===== src/rtl/fpu_mult_seq_if.sv =====
// Start/done handshake bundle between the FPU controller (master) and the
// sequential multiplier (slave).
interface fpu_mult_seq_if #(
    parameter int EXP_W = 8,
    parameter int MAN_W = 23
);
    localparam int W = 1 + EXP_W + MAN_W;

    logic         start;
    logic [W-1:0] a;
    logic [W-1:0] b;
    logic [W-1:0] result;
    logic         done;
    logic         busy;

    modport master (
        output start, a, b,
        input  result, done, busy
    );

    modport slave (
        input  start, a, b,
        output result, done, busy
    );
endinterface


===== src/rtl/fpu_mult_seq.sv =====
// Sequential floating-point multiplier: shift-add mantissa product over
// MAN_W+1 cycles, then one normalize/special-case cycle, truncating rounding.
module fpu_mult_seq #(
    parameter int EXP_W = 8,
    parameter int MAN_W = 23,
    parameter int BIAS  = 127
) (
    input  logic          clock,
    input  logic          reset,
    fpu_mult_seq_if.slave bus
);
    localparam int W     = 1 + EXP_W + MAN_W;
    localparam int M     = MAN_W + 1;
    localparam int ACC_W = 2 * M;
    localparam int CNT_W = $clog2(M + 1);
    localparam int EW    = EXP_W + 2;

    localparam logic [CNT_W-1:0]     CNT_LAST = CNT_W'(M - 1);
    localparam logic [EXP_W-1:0]     EXP_ONES = '1;
    localparam logic signed [EW-1:0] E_BIAS   = EW'(BIAS);
    localparam logic signed [EW-1:0] E_MAX    = EW'((1 << EXP_W) - 1);
    localparam logic signed [EW-1:0] E_ZERO   = '0;
    localparam logic [W-1:0]         QNAN     = {1'b0, EXP_ONES, 1'b1, {(MAN_W-1){1'b0}}};

    typedef enum logic [1:0] {IDLE, MULT, NORM} state_t;

    state_t             state_reg, state_next;
    logic [W-1:0]       a_reg, a_next;
    logic [W-1:0]       b_reg, b_next;
    logic [ACC_W-1:0]   mcand_reg, mcand_next;
    logic [ACC_W-1:0]   acc_reg, acc_next;
    logic [M-1:0]       mplier_reg, mplier_next;
    logic [CNT_W-1:0]   cnt_reg, cnt_next;
    logic [W-1:0]       result_reg, result_next;
    logic               done_reg, done_next;
    logic               busy_reg, busy_next;

    // Operand field decode from the latched operands
    logic [EXP_W-1:0] ea, eb;
    logic [MAN_W-1:0] fa, fb;
    logic             a_nan, b_nan, a_inf, b_inf, a_zero, b_zero, sign_r;

    assign ea     = a_reg[W-2 -: EXP_W];
    assign eb     = b_reg[W-2 -: EXP_W];
    assign fa     = a_reg[MAN_W-1:0];
    assign fb     = b_reg[MAN_W-1:0];
    assign a_nan  = (ea == EXP_ONES) && (fa != '0);
    assign b_nan  = (eb == EXP_ONES) && (fb != '0);
    assign a_inf  = (ea == EXP_ONES) && (fa == '0);
    assign b_inf  = (eb == EXP_ONES) && (fb == '0);
    assign a_zero = (ea == '0);
    assign b_zero = (eb == '0);
    assign sign_r = a_reg[W-1] ^ b_reg[W-1];

    logic signed [EW-1:0] e_sum, e_norm;
    logic [MAN_W-1:0]     frac_norm;
    logic [W-1:0]         norm_result;

    always_comb begin
        e_sum = $signed({2'b00, ea}) + $signed({2'b00, eb}) - E_BIAS;
        // Product of two [1,2) mantissas lies in [1,4): top bit set means one extra binade
        if (acc_reg[ACC_W-1]) begin
            e_norm    = e_sum + EW'(1);
            frac_norm = acc_reg[ACC_W-2 -: MAN_W];
        end else begin
            e_norm    = e_sum;
            frac_norm = acc_reg[ACC_W-3 -: MAN_W];
        end

        if (a_nan || b_nan || (a_inf && b_zero) || (b_inf && a_zero))
            norm_result = QNAN;
        else if (a_inf || b_inf)
            norm_result = {sign_r, EXP_ONES, {MAN_W{1'b0}}};
        else if (a_zero || b_zero)
            norm_result = {sign_r, {(W-1){1'b0}}};
        else if (e_norm >= E_MAX)
            norm_result = {sign_r, EXP_ONES, {MAN_W{1'b0}}};
        else if (e_norm <= E_ZERO)
            norm_result = {sign_r, {(W-1){1'b0}}};
        else
            norm_result = {sign_r, e_norm[EXP_W-1:0], frac_norm};
    end

    always_comb begin
        state_next  = state_reg;
        a_next      = a_reg;
        b_next      = b_reg;
        mcand_next  = mcand_reg;
        acc_next    = acc_reg;
        mplier_next = mplier_reg;
        cnt_next    = cnt_reg;
        result_next = result_reg;
        done_next   = 1'b0;
        busy_next   = busy_reg;

        case (state_reg)
            IDLE: begin
                if (bus.start) begin
                    a_next      = bus.a;
                    b_next      = bus.b;
                    // Hidden bit is 1 only for a non-zero exponent field
                    mcand_next  = {{M{1'b0}}, |bus.a[W-2 -: EXP_W], bus.a[MAN_W-1:0]};
                    mplier_next = {|bus.b[W-2 -: EXP_W], bus.b[MAN_W-1:0]};
                    acc_next    = '0;
                    cnt_next    = '0;
                    busy_next   = 1'b1;
                    state_next  = MULT;
                end
            end
            MULT: begin
                if (mplier_reg[0])
                    acc_next = acc_reg + mcand_reg;
                mcand_next  = mcand_reg << 1;
                mplier_next = mplier_reg >> 1;
                cnt_next    = cnt_reg + CNT_W'(1);
                if (cnt_reg == CNT_LAST)
                    state_next = NORM;
            end
            NORM: begin
                result_next = norm_result;
                done_next   = 1'b1;
                busy_next   = 1'b0;
                state_next  = IDLE;
            end
            default: state_next = IDLE;
        endcase
    end

    always_ff @(posedge clock or posedge reset) begin
        if (reset) begin
            state_reg  <= IDLE;
            a_reg      <= '0;
            b_reg      <= '0;
            mcand_reg  <= '0;
            acc_reg    <= '0;
            mplier_reg <= '0;
            cnt_reg    <= '0;
            result_reg <= '0;
            done_reg   <= 1'b0;
            busy_reg   <= 1'b0;
        end else begin
            state_reg  <= state_next;
            a_reg      <= a_next;
            b_reg      <= b_next;
            mcand_reg  <= mcand_next;
            acc_reg    <= acc_next;
            mplier_reg <= mplier_next;
            cnt_reg    <= cnt_next;
            result_reg <= result_next;
            done_reg   <= done_next;
            busy_reg   <= busy_next;
        end
    end

    assign bus.result = result_reg;
    assign bus.done   = done_reg;
    assign bus.busy   = busy_reg;
endmodule


===== src/flat_wrapper.sv =====
// flat-port wrapper written by rule: the top's interface ports become plain ports
module fpu_mult_seq_flat 
#(
    parameter int EXP_W = 8,
    parameter int MAN_W = 23,
    parameter int BIAS  = 127
)
  (clock, reset, bus_start, bus_a, bus_b, bus_result, bus_done, bus_busy);
  fpu_mult_seq_if #(.EXP_W(EXP_W), .MAN_W(MAN_W)) bus_i ();
  input  logic clock;
  input  logic reset;
  input wire logic [$bits(bus_i.start)-1:0] bus_start;
  input wire logic [$bits(bus_i.a)-1:0] bus_a;
  input wire logic [$bits(bus_i.b)-1:0] bus_b;
  output wire logic [$bits(bus_i.result)-1:0] bus_result;
  output wire logic [$bits(bus_i.done)-1:0] bus_done;
  output wire logic [$bits(bus_i.busy)-1:0] bus_busy;
  assign bus_i.start = bus_start;
  assign bus_i.a = bus_a;
  assign bus_i.b = bus_b;
  assign bus_result = bus_i.result;
  assign bus_done = bus_i.done;
  assign bus_busy = bus_i.busy;
  fpu_mult_seq #(.EXP_W(EXP_W), .MAN_W(MAN_W), .BIAS(BIAS)) u_core (.clock(clock), .reset(reset), .bus(bus_i));
endmodule

===== config.mk =====
export PLATFORM = sky130hd
export DESIGN_NAME = fpu_mult_seq_flat
export DESIGN_NICKNAME = d
export VERILOG_FILES = /design/src/rtl/fpu_mult_seq_if.sv /design/src/rtl/fpu_mult_seq.sv /design/src/flat_wrapper.sv
export SDC_FILE = /design/constraint.sdc
export NUM_CORES = 1
export LEC_CHECK = 0
export ABC_AREA = 1
export BUFFER_PORTS_ARGS = -buffer_cell sky130_fd_sc_hd__buf_2
export CORE_MARGIN = 3
export CORE_UTILIZATION = 47
export DETAILED_ROUTE_END_ITERATION = 10
export SLEW_MARGIN = 25
export SYNTH_ARGS = -nofsm -noshare
export SYNTH_HDL_FRONTEND = slang
export SYNTH_SLANG_ARGS = --single-unit

===== constraint.sdc =====
create_clock -name clock -period 11.2 [get_ports clock]
set_clock_uncertainty 0.15 [all_clocks]
set_input_delay 3.36 -clock clock [delete_from_list [all_inputs] [get_ports clock]]
set_output_delay 3.36 -clock clock [all_outputs]
set_load 0.005 [all_outputs]

==> results.md <==
- Power density cells: 317.4 nW/um^2
- Pin count of the biggest net entering global routing: 87
- Max FO, Critical Path: 75
- Total iterations of the first detailed-routing run: 5
- Switching Share: 46.79%
- Clk Latency, worst-skew pair: 0.56 ns
- CTS tree: done
- Drt total wl: 33340 um
- Initial antenna violation count: 0
- Critical Path Sink Type: register
- Slew Limit Headroom: 28.86%
- Ports: 101
- Gate Count Post-Synth: 1749
- Post-synth cell types: 42
- Site Rows: 59
- CTS Hold Buffers Added: 0
- First-pass GRT wire length: 55170 um
- Die X: 171.4 um
- Setup Viol. Count Final: 0
- Setup TNS: 0 ns
- Sequential share of power: 29.9%
- Met3 Track Usage GR: 2.735%
- Max-Cap Viols: 0
- Wire per inst: 15.20 um
- Outcome: finished, final reports clean
- Syn_area_per_cell: 7.351 um^2
- Pint: 2.463 mW
- Max VDD drop: 0.0001466 V
- Detail Placement HPWL: 25020 um
- Met2 usage: 35.48%
- Hold WC Path Type: register to register
- Vias per std cell: 5.276
- Post-CTS Setup Inserts: 0
- Grt total ovfl: 0
- Clock Tree Root: clkbuf_16
- Clock power frac: 18.7%
- Core box area: 26500 um^2
- PortBufs: 100
- Mapped cell area: 12860 um^2
- Via Count: 11575
- Initial Util: 48.52%
- Arrival time worst endpoint: 6.17 ns
- Design Area, Final: 14590 um^2
- Fin cells: 2194
- Gr busiest metal: met2
- Worst-Margin Slew: 1.057 ns
- Dpl cells: 2147
- Combinational power share: 51.4%
- F_max: 168.9 MHz
- Number of diodes: 0
- CTS H-Tree Depth: 1
- Cts repair resizes: 0
- Placed inst area: 13690 um^2
- CTS clk-pin slew, worst paths: 0.06 ns
- Placer Congestion: 0.9447
- Post-layout min period: 5.919 ns
- Synth Warn #: 0
- Hold Vio Cnt, Final: 0
- CTS Buf Count: 26
- Die Footprint: 29380 um^2
- Die H: 171.4 um
- Share of post-route cells with drive strength above 1: 9.898%
- Pleak: 7.700 nW
- GRT Util Overall: 23.11%
- Unrepaired setup endpoints after global routing: false
- P_sw: 2.166 mW
- Final slew viol count: 0
- Period utilisation layout: 52.85%
- # clock sinks: 225
- Routed Antenna Nets: 0
- Mapped Nets: 1876
- #FFs+latches synth: 225
- Sequential fraction of the synthesis area: 43.79%
- Area Growth Syn to Fin: 13.44%
- Vias in the first global route: 10871
- Nets@finish: 1967
- Kind of critical path: primary input to register
- Maximum clock path buffer count: 3
- Startpoint Class: primary input
- Critical Path RT: 11.45 ns
- # DRC: 0
- M1 GR Usage: 35.22%
- Initial DRC count: 744
==> layout make-up <==
| class | count | area, um^2 |
|---|---|---|
| Fill cell | 2599 | 11920 |
| Tap cell | 335 | 419.2 |
| Multi-Input combinational cell | 1261 | 6243 |
| Clock buffer | 36 | 748.2 |
| Inverter | 214 | 810.8 |
| Timing Repair Buffer | 112 | 594.3 |
| Sequential cell | 225 | 5630 |
| Clock inverter | 11 | 138.9 |
==> per-stage QoR <==
| stage | setup slack [ns] | util (%) | total power, mW | hold slack (ns) |
|---|---|---|---|---|
| detailed placement | 4.265 | 51.66 | 3.769 | 0.3095 |
| global placement | 4.398 | 51.65 | 3.716 | 0.3076 |
| global route | 4.903 | 55.04 | 5.096 | 0.3452 |
| floorplan | 1.527 | - | 3.143 | 0.2774 |
| CTS | 4.825 | 55.01 | 4.652 | 0.3256 |
| finish | 5.281 | 55.04 | 4.630 | 0.3177 |
==> synthesized netlist by cell type, drive strengths merged <==
cell / number / area share [%]
nand2: 558 / 16
dfrtp: 225 / 44
inv: 211 / 6.2
o21ai: 175 / 6.8
nor2: 130 / 4.0
nand3: 103 / 4.1
a21oi: 97 / 3.8
ha: 58 / 5.6
clkbuf: 44 / 1.3
nand4: 26 / 1.3
o22ai: 25 / 1.2
a21o: 11 / 0.64
a31oi: 10 / 0.49
nor4: 9 / 0.44
nor3: 7 / 0.27
o21bai: 7 / 0.41
buf: 5 / 0.29
o31ai: 5 / 0.29
xor2: 5 / 0.34
a21boi: 4 / 0.23
a22o: 4 / 0.27
and3: 4 / 0.19
or2: 4 / 0.19
a32o: 3 / 0.23
clkinv: 3 / 0.088
nand3b: 3 / 0.18
o211ai: 3 / 0.18
o21a: 3 / 0.18
fa: 2 / 0.31
and2: 1 / 0.049
mux2i: 1 / 0.078
o221a: 1 / 0.088
o221ai: 1 / 0.068
xnor2: 1 / 0.068
==> cell families (layout without fill, tap and decap cells) <==
kind of cell    count (synthesis)  in the layout  synth area share, %
fa+ha+maj                      60             60                5.956
flops                         225            225                43.79
mux                             1              1              0.07785
buf+inv                       263            373                7.824
compound gates                349            349                14.91
xor+xnor                        6              6               0.4087
simple gates                  845            845                27.03
==> power groups by stage <==
stage	registers, mW	logic [mW]	clock network, mW
3_3_place_gp	1.38	2.33	0
5_1_grt	1.42	2.76	0.913
2_1_floorplan	1.30	1.84	0
4_1_cts	1.38	2.39	0.883
6_report	1.38	2.38	0.864
3_5_place_dp	1.39	2.38	0
==> path summary, 6_finish.rpt <==
check                      depth (start not counted)  slack [ns]                              from                                end
setup / recovery                                   8        5.28                         bus_start     u_core.acc_reg[36]$_DFFE_PP0P_
hold / removal                                     2        0.32  u_core.bus.result[5]$_DFFE_PP0P_   u_core.bus.result[5]$_DFFE_PP0P_
setup reg to reg                                  20        7.62      u_core.b_reg[23]$_DFFE_PP0P_  u_core.bus.result[10]$_DFFE_PP0P_
hold reg to reg                                    2        0.32  u_core.bus.result[5]$_DFFE_PP0P_   u_core.bus.result[5]$_DFFE_PP0P_
max in group asynchronous                          3        6.90                             reset   u_core.bus.result[3]$_DFFE_PP0P_
min in group asynchronous                          2        2.69                             reset  u_core.mplier_reg[23]$_DFFE_PP0P_
==> worst max-delay path: stages <==
cell,delay [ns]
buf_2,0.13
nand3_4,0.44
inv_2,0.33
buf_4,0.56
nor2_2,0.30
buf_4,0.30
inv_1,0.51
o21ai_0,0.16
==> cells in the final DEF (no fill, tap or decap), types with 10 or more instances in the layout <==
cell type / count
o21ai_0: 173
nand3_1: 100
nor2_1: 122
o22ai_1: 25
dfrtp_1: 225
a21oi_1: 97
a21o_1: 11
nand4_1: 26
nand2_1: 554
buf_2: 100
buf_4: 11
clkbuf_16: 26
a31oi_1: 10
ha_1: 58
inv_1: 203
==> per-layer routing <==
layer	vias up	wire (um)
met5	-	0
met4	0	743
met3	43	1706
met2	256	13800
met1	5370	17100
li1	5906	-
No activity file was read; power rests on OpenSTA's default activity.
